--- config.mk ---
export PLATFORM = sky130hd
export DESIGN_NAME = spi_row_receiver
export DESIGN_NICKNAME = d
export VERILOG_FILES = /design/src/rtl/spi_row_receiver.sv
export SDC_FILE = /design/constraint.sdc
export NUM_CORES = 1
export LEC_CHECK = 0
export CAP_MARGIN = 20
export CORE_ASPECT_RATIO = 0.8
export CORE_MARGIN = 2
export CORE_UTILIZATION = 40
export CTS_CLUSTER_SIZE = 24
export DETAILED_ROUTE_END_ITERATION = 12
export GPL_TIMING_DRIVEN = 0
export SLEW_MARGIN = 20
export SYNTH_ARGS = -nofsm -noshare
export SYNTH_HDL_FRONTEND = slang
export SYNTH_SLANG_ARGS = --single-unit
export TNS_END_PERCENT = 20
--- constraint.sdc ---
create_clock -name clk -period 1.8 [get_ports clk]
set_input_delay 0.54 -clock clk [delete_from_list [all_inputs] [get_ports clk]]
set_output_delay 0.54 -clock clk [all_outputs]
set_load 0.02 [all_outputs]
--- src/rtl/spi_row_receiver.sv ---
// spi_row_receiver: SPI mode-0 slave that receives one display row per frame.
// A frame is a row-index byte followed by ROW_BYTES pixel bytes; each pixel
// byte is written to a RAM port at {row, byte_index}. SPI pins are
// asynchronous and are synchronized into the clk domain before use.
module spi_row_receiver #(
    parameter int PIXEL_WIDTH      = 64,
    parameter int BYTES_PER_PIXEL  = 2,
    parameter int PIXEL_HALFHEIGHT = 16,
    localparam int RW        = $clog2(PIXEL_HALFHEIGHT),
    localparam int ROW_BYTES = PIXEL_WIDTH * BYTES_PER_PIXEL,
    localparam int BW        = $clog2(ROW_BYTES)
) (
    input  logic             clk,
    input  logic             rstb,
    input  logic             spi_clk,
    input  logic             spi_cs,
    input  logic             spi_mosi,
    output logic             ram_we,
    output logic [RW+BW-1:0] ram_addr,
    output logic [7:0]       ram_data,
    output logic             row_done,
    output logic             busy,
    output logic             frame_error
);

    localparam logic [BW-1:0] LAST_IDX  = BW'(ROW_BYTES - 1);
    localparam logic [8:0]    ROW_LIMIT = 9'(PIXEL_HALFHEIGHT);

    typedef enum logic [2:0] {IDLE, GET_ROW, DATA, DONE, DRAIN} state_t;

    // Front end: synchronizers, edge detect, bit/byte assembly
    logic       sck_s1_q, sck_s2_q, sck_s3_q, sck_rise_q;
    logic       cs_s1_q, cs_s2_q, cs_s3_q;
    logic       mosi_s1_q, mosi_s2_q, mosi_s3_q;
    logic [1:0] warm_q;
    logic       armed_q, armed_d;
    logic [2:0] bit_cnt_q, bit_cnt_d;
    logic [7:0] shift_q, shift_d;
    logic       got_bit_q, got_bit_d;
    logic       last_bit_q, last_bit_d;
    logic       byte_valid_q;
    logic       sck_rise_d;
    logic       cs_fall, cs_rise;

    // FSM and registered outputs
    state_t            state_q, state_d;
    logic [RW-1:0]     row_q, row_d;
    logic [BW-1:0]     idx_q, idx_d;
    logic              full_q, full_d;
    logic              ram_we_q, ram_we_d;
    logic [RW+BW-1:0]  ram_addr_q, ram_addr_d;
    logic [7:0]        ram_data_q, ram_data_d;
    logic              row_done_q, row_done_d;
    logic              frame_error_q, frame_error_d;

    // CS edges. A fall only counts once CS has really been seen high since
    // reset, so a frame that was interrupted by reset is never resumed.
    assign cs_fall = armed_q & cs_s3_q & ~cs_s2_q;
    assign cs_rise = ~cs_s3_q & cs_s2_q;

    // Next-state for the bit shifter; MOSI is delayed one extra stage to stay
    // aligned with the registered SCK rise pulse.
    always_comb begin
        sck_rise_d = sck_s2_q & ~sck_s3_q;
        armed_d    = armed_q | (cs_s2_q & warm_q[1]);
        bit_cnt_d  = bit_cnt_q;
        shift_d    = shift_q;
        got_bit_d  = got_bit_q;
        last_bit_d = 1'b0;
        if (cs_s2_q) begin
            bit_cnt_d = 3'd0;
            got_bit_d = 1'b0;
        end else if (sck_rise_q) begin
            shift_d    = {shift_q[6:0], mosi_s3_q};
            bit_cnt_d  = bit_cnt_q + 3'd1;
            got_bit_d  = 1'b1;
            last_bit_d = (bit_cnt_q == 3'd7);
        end
    end

    // Front-end registers; CS synchronizer idles high (inactive) in reset
    always_ff @(posedge clk) begin
        if (!rstb) begin
            sck_s1_q     <= 1'b0;
            sck_s2_q     <= 1'b0;
            sck_s3_q     <= 1'b0;
            sck_rise_q   <= 1'b0;
            cs_s1_q      <= 1'b1;
            cs_s2_q      <= 1'b1;
            cs_s3_q      <= 1'b1;
            mosi_s1_q    <= 1'b0;
            mosi_s2_q    <= 1'b0;
            mosi_s3_q    <= 1'b0;
            warm_q       <= 2'b00;
            armed_q      <= 1'b0;
            bit_cnt_q    <= 3'd0;
            shift_q      <= 8'd0;
            got_bit_q    <= 1'b0;
            last_bit_q   <= 1'b0;
            byte_valid_q <= 1'b0;
        end else begin
            sck_s1_q     <= spi_clk;
            sck_s2_q     <= sck_s1_q;
            sck_s3_q     <= sck_s2_q;
            sck_rise_q   <= sck_rise_d;
            cs_s1_q      <= spi_cs;
            cs_s2_q      <= cs_s1_q;
            cs_s3_q      <= cs_s2_q;
            mosi_s1_q    <= spi_mosi;
            mosi_s2_q    <= mosi_s1_q;
            mosi_s3_q    <= mosi_s2_q;
            warm_q       <= {warm_q[0], 1'b1};
            armed_q      <= armed_d;
            bit_cnt_q    <= bit_cnt_d;
            shift_q      <= shift_d;
            got_bit_q    <= got_bit_d;
            last_bit_q   <= last_bit_d;
            byte_valid_q <= last_bit_q;
        end
    end

    // Frame FSM next-state and output decode; CS rise has priority everywhere
    always_comb begin
        state_d       = state_q;
        row_d         = row_q;
        idx_d         = idx_q;
        full_d        = full_q;
        ram_we_d      = 1'b0;
        ram_addr_d    = ram_addr_q;
        ram_data_d    = ram_data_q;
        row_done_d    = 1'b0;
        frame_error_d = 1'b0;
        case (state_q)
            IDLE: begin
                full_d = 1'b0;
                if (cs_fall) state_d = GET_ROW;
            end
            GET_ROW: begin
                if (cs_rise) begin
                    state_d       = IDLE;
                    frame_error_d = got_bit_q;
                end else if (byte_valid_q) begin
                    row_d = shift_q[RW-1:0];
                    idx_d = '0;
                    if ({1'b0, shift_q} < ROW_LIMIT) begin
                        state_d = DATA;
                    end else begin
                        frame_error_d = 1'b1;
                        state_d       = DRAIN;
                    end
                end
            end
            DATA: begin
                if (cs_rise) begin
                    state_d       = IDLE;
                    frame_error_d = 1'b1;
                end else if (byte_valid_q) begin
                    ram_we_d   = 1'b1;
                    ram_addr_d = {row_q, idx_q};
                    ram_data_d = shift_q;
                    if (idx_q == LAST_IDX) state_d = DONE;
                    else                   idx_d   = idx_q + BW'(1);
                end
            end
            DONE: begin
                row_done_d = 1'b1;
                full_d     = 1'b1;
                state_d    = cs_rise ? IDLE : DRAIN;
            end
            DRAIN: begin
                if (cs_rise)                     state_d       = IDLE;
                else if (byte_valid_q && full_q) frame_error_d = 1'b1;
            end
            default: state_d = IDLE;
        endcase
    end

    // FSM state and registered outputs
    always_ff @(posedge clk) begin
        if (!rstb) begin
            state_q       <= IDLE;
            row_q         <= '0;
            idx_q         <= '0;
            full_q        <= 1'b0;
            ram_we_q      <= 1'b0;
            ram_addr_q    <= '0;
            ram_data_q    <= 8'd0;
            row_done_q    <= 1'b0;
            frame_error_q <= 1'b0;
        end else begin
            state_q       <= state_d;
            row_q         <= row_d;
            idx_q         <= idx_d;
            full_q        <= full_d;
            ram_we_q      <= ram_we_d;
            ram_addr_q    <= ram_addr_d;
            ram_data_q    <= ram_data_d;
            row_done_q    <= row_done_d;
            frame_error_q <= frame_error_d;
        end
    end

    assign ram_we      = ram_we_q;
    assign ram_addr    = ram_addr_q;
    assign ram_data    = ram_data_q;
    assign row_done    = row_done_q;
    assign frame_error = frame_error_q;
    assign busy        = (state_q == GET_ROW) || (state_q == DATA) || (state_q == DONE);

endmodule

**Yosys cells after proc, flatten, opt, wreduce, memory -nomap -nowiden**

Index checks and enable logic that the tools add are counted.

- Output and inout port bits: 23
- Word-level logic and storage cells: 100
- Register bits: 64
- Bits of input ports: 5

- Order comparisons: 1
- Reductions and logical operators: 14
- Muxes and demuxes: 27
- Add/subtract/negate cells: 2
- Eq/ne operators: 16
- Bitwise logic cells: 13

Operators with widths:

| cell | number |
|---|---|
| $mux 7 | 5 |
| $mux 3 | 9 |
| $pmux 3 s5 | 1 |
| $ne 2x2->1 const B | 7 |
| $pmux 7 s2 | 1 |
| $mux 1 | 9 |
| $ne 3x3->1 const B | 3 |
| $lt 8x5->1 const B | 1 |
| $add 7x1->7 const B | 1 |
| $eq 7x7->1 const B | 1 |
| $not 1->1 | 7 |
| $eq 3x2->1 const B | 2 |
| $eq 3x3->1 const B | 2 |
| $reduce_and 3->1 | 2 |
| $reduce_and 6->1 | 1 |
| $reduce_or 3->1 | 2 |
| $and 1x1->1 | 5 |
| $reduce_and 5->1 | 1 |
| $reduce_bool 2->1 | 2 |
| $add 3x1->3 const B | 1 |
| $eq 3x1->1 const B | 1 |
| $logic_not 3->1 | 1 |
| $pmux 1 s3 | 1 |
| $logic_or 1x1->1 | 2 |
| 5 further kinds | 5 |

**Depth between registers and ports, before layout**

- Depth after elaboration: 5
- Mapped depth: 6
- Depth with buffers taken out: 5

**Worst setup path after synthesis**

No wires, ideal clock.

- Path type: register to register
- From: register state_q[2]
- To: register idx_q[3]
- Slack: 0.281 ns
- Cell stages (with the launch flop): 6
- Arrival: 1.433 ns
- Required time: 1.714 ns
- Period minus slack after synthesis: 1.519 ns
- Setup time: 0.086 ns
- Path buffers: 1
- Path through: dfxtp_1 buf_6 nor3b_4 nand3_2 or3_1 a221oi_2

- Word-level cells in the longest chain between the ends: 3
- Elaborated cells between the ends (all ways): 10
- Those cells by class: eq/ne: 7; mux: 1; reduce/logical: 2

Ends and longest elaborated chain:

| what | line | RTL |
|---|---|---|
| start: declaration | 46 | `state_t state_q, state_d;` |
| start signal: assignment | 191 | `state_q <= state_d;` |
| $eq 3x2->1 / $eq 3x1->1 (equally long branches) | 133 | `case (state_q)` |
| $ne 2x2->1 (no line) / $reduce_bool 2->1 (equally long branches) | - |  |
| $reduce_and 6->1 (no line) | - |  |
| end signal: assignment | 193 | `idx_q <= idx_d;` |
| end: declaration | 48 | `logic [BW-1:0] idx_q, idx_d;` |

Several ways; a longest one is shown, not always the timed one.
A chain may end at the register's enable or synchronous reset.

**Worst setup path after layout**

- From: register state_q[0]
- To: output port busy

- Word-level cells in the longest chain between the ends: 3
- Elaborated cells between the ends (all ways): 5
- Those cells by class: eq/ne: 3; reduce/logical: 2

Ends and longest elaborated chain:

| what | line | RTL |
|---|---|---|
| $eq 3x1->1 / $eq 3x2->1 (equally long branches) | 208 | `assign busy = (state_q == GET_ROW) \|\| (state_q == DATA) \|\| (state_q == DONE);` |
| $logic_or 1x1->1 | 208 |  |
| $logic_or 1x1->1 * | 208 |  |
| end: declaration | 22 | `output logic busy,` |

Mark *: on every way between the ends. The rest lies on a longest branch, timed or not.

==> results.txt <==
Horiz. Die Dim - 91.70 um
Clock power frac - 42.7%
VDD IR-drop max - 0.0005463 V
reg-to-reg startpoint - state_q[2]
YS warnings - 0
Synth area leader - dfxtp_1
Sink Count - 64
switching power - 580.0 uW
CTS H-tree lvls - 3
highest metal used - met4
full die area - 6800 um^2
fin nets - 328
CP arrival - 1.23 ns
Max Slew Vio Count - 0
Yosys reg bits - 64
Placed Instances - 390
Vias - 2006
drt first pass iters - 4
WL met2 - 2217 um
CP max stage delay - 0.36 ns
starting density of the core - 41.41%
Worst Tran Pin Value - 0.5948 ns
Finished Layout Cells - 406
Clock Pin Slew Worst Setup and Hold Paths - 0.07 ns
CP Class - reg -> out
drt drc - 0
P_int - 2.026 mW
CP bufs+invs - 1
CP Capture Type - output pin
wire length on met3 - 238 um
max-cap viol count - 0
CP Launch Type - flop
Yosys cell types - 41
Final Skew - 0.007799 ns
n_diodes - 0
DRT met1 WL - 2512 um
initial antenna violation count - 0
Max Buffers Root-to-Sink - 2
HPWL Detailed - 3500 um
worst slack, placed - -0.3500 ns
Die Ht - 74.16 um
post-synthesis cell area - 2461 um^2
Slowest cell on crit path - dfxtp_2
area delta synth->final - 22.73%
global-route wire length before repair - 8500 um
CTS tree - done
highest clock rate - 0.5653 GHz
setup ws final - 0.03093 ns
Syn Inst Count - 282
Post-synth top flop - dfxtp_1
vias in the first global route - 1811
post-route ant nets - 0
Tmin final - 1.769 ns
Worst EP required - 1.26 ns
hold path startpoint - sck_s3_q
Logic pwr share - 2.3%
Seq/Total Area, Yosys - 52.06%
layout cell share with drive strength beyond 1 - 10.15%
# port buffers - 27
WL final - 5052 um
total track usage - 16.20%
clock root cell - clkbuf_8
Net Count, Synth - 290
Slew headroom - 60.13%
P per Cell Area - 862.8 nW/um^2
grt total ovfl - 0
gpl congestion - 0.8803
Setup TNS - 0 ns
wire per inst - 12.44 um
most common cell in the netlist - dfxtp_1
core area - 5943 um^2
asr flop ratio synth - 0%
final hold vios - 0
switch share - 22.26%
top-area cell type share of the netlist area - 52.06%
sequential power share - 55.0%
largest net degree at the start of global routing - 18
synth top area cells - dfxtp_1, nand2_1, a21oi_1
Rows - 25
Hold Path Class - reg -> reg
Final period util - 98.28%
Mapped Avg Cell Area - 8.727 um^2
CP max FO - 5
cts bufs inserted - 9
Post-synth EDFFs - 0
CP cell instances - nor2_2, nor2_1, clkdlybuf4s15_2
Initial DRC Count - 135
Clk Latency, worst-skew pair - 0.34 ns
Worst path top cell family by delay - flip-flops
I/O pin total - 28
P_leak - 1.160 nW
RSZ-0062 raised after global routing - no
top cells by count, synth - dfxtp_1, nand2_1, a21oi_1
status - finished, final reports clean
vias per cell - 4.941
Final setup violation count - 0
Critical path origin - state_q[0]
worst register-to-register path: cells and delay by family (launching register included):
family	cells	cell delay, ns
AOI/OAI and AO/OA	1	0.26
DFF	1	0.31
and+or+nand+nor	3	0.89
buffers and inverters	1	0.15
metal layers:
layer,track usage (%),vias up
met1,21.50,926
met2,23.94,42
li1,-,1028
met3,5.876,10
met5,0,-
met4,7.297,0
placed cells by master (no fill, tap or decap), drive strengths merged, types with 2 or more instances in the layout:
master,netlist,final
dlymetal6s2s,0,2
nand3b,3,3
o2111ai,2,2
nand2,60,60
buf,4,5
nor4,2,2
o21ai,9,9
clkbuf,13,24
mux2i,6,6
nand2b,10,10
nor3,5,5
dlygate4sd2,0,20
and3,3,3
clkdlybuf4s50,0,4
clkinvlp,0,3
nor2b,6,6
or3,2,2
clkinv,1,2
nand3,4,4
and2,10,10
nor2,19,19
dfxtp,64,64
inv,2,2
a21oi,37,37
xnor2,2,2
ha,3,3
kinds of logic (layout without fill, tap and decap cells):
logic type,count (synthesis),count (layout),synth area share (%)
buf+inv,20,63,3.508
flops,64,64,52.06
xor+xnor,2,2,0.7119
mux,6,6,2.440
fa+ha+maj,3,3,1.525
compound gates,59,59,14.13
simple gates,128,128,25.62
registers in the layout, indices dropped and copies added, names as in the netlist, 2 cells and up:
signal     count
bit_cnt_q      3
idx_q          7
ram_addr      11
ram_data       8
row_q          4
shift_q        8
state_q        3
warm_q         2
power groups by stage:
stage,Combinational [mW],Clock [mW],Sequential (mW)
after floorplan,0.0350,0,1.46
after global routing,0.0666,1.20,1.43
after detailed placement,0.0588,0,1.47
after global placement,0.0583,0,1.47
after CTS,0.0593,1.16,1.43
final,0.0589,1.11,1.43
timing repair:
action                                  in CTS  in global routing
endpoints found under the hold margin        0                  0
pin swaps                                    0                  1
hold buffers                                 0                  0
setup buffers                                0                  1
endpoints found under the setup margin      22                  6
gates resized for setup                     26                  6
layout make-up:
type	instances	area (um^2)
clock inverters	4	28.78
plain buffers	16	72.57
flip-flops and latches	64	1284
inverters	3	15.01
well taps	81	101.3
multi-input cells	198	1105
repair buffers	28	259.0
clock buffers	12	155.1
fillers	607	2923
final timing paths:
kind | to | slack [ns] | depth (start not counted)
worst max-delay path | busy | 0.03 | 3
worst min-delay path | sck_rise_q | 0.38 | 1
worst max register to register | idx_q[3] | 0.11 | 5
worst min register to register | sck_rise_q | 0.38 | 1
metrics by stage:
stage          utilization, %  hold slack [ns]  total power, mW  cell area [um^2]
2_1_floorplan               -           0.3674            1.500              2461
3_3_place_gp            47.66           0.3720            1.524              2833
3_5_place_dp            47.66           0.3847            1.525              2833
4_1_cts                 50.51           0.3901            2.648              3002
5_1_grt                 50.82           0.4053            2.700              3020
6_report                50.82           0.3845            2.606              3020
Note: power is estimated with default switching activity, not from simulation.
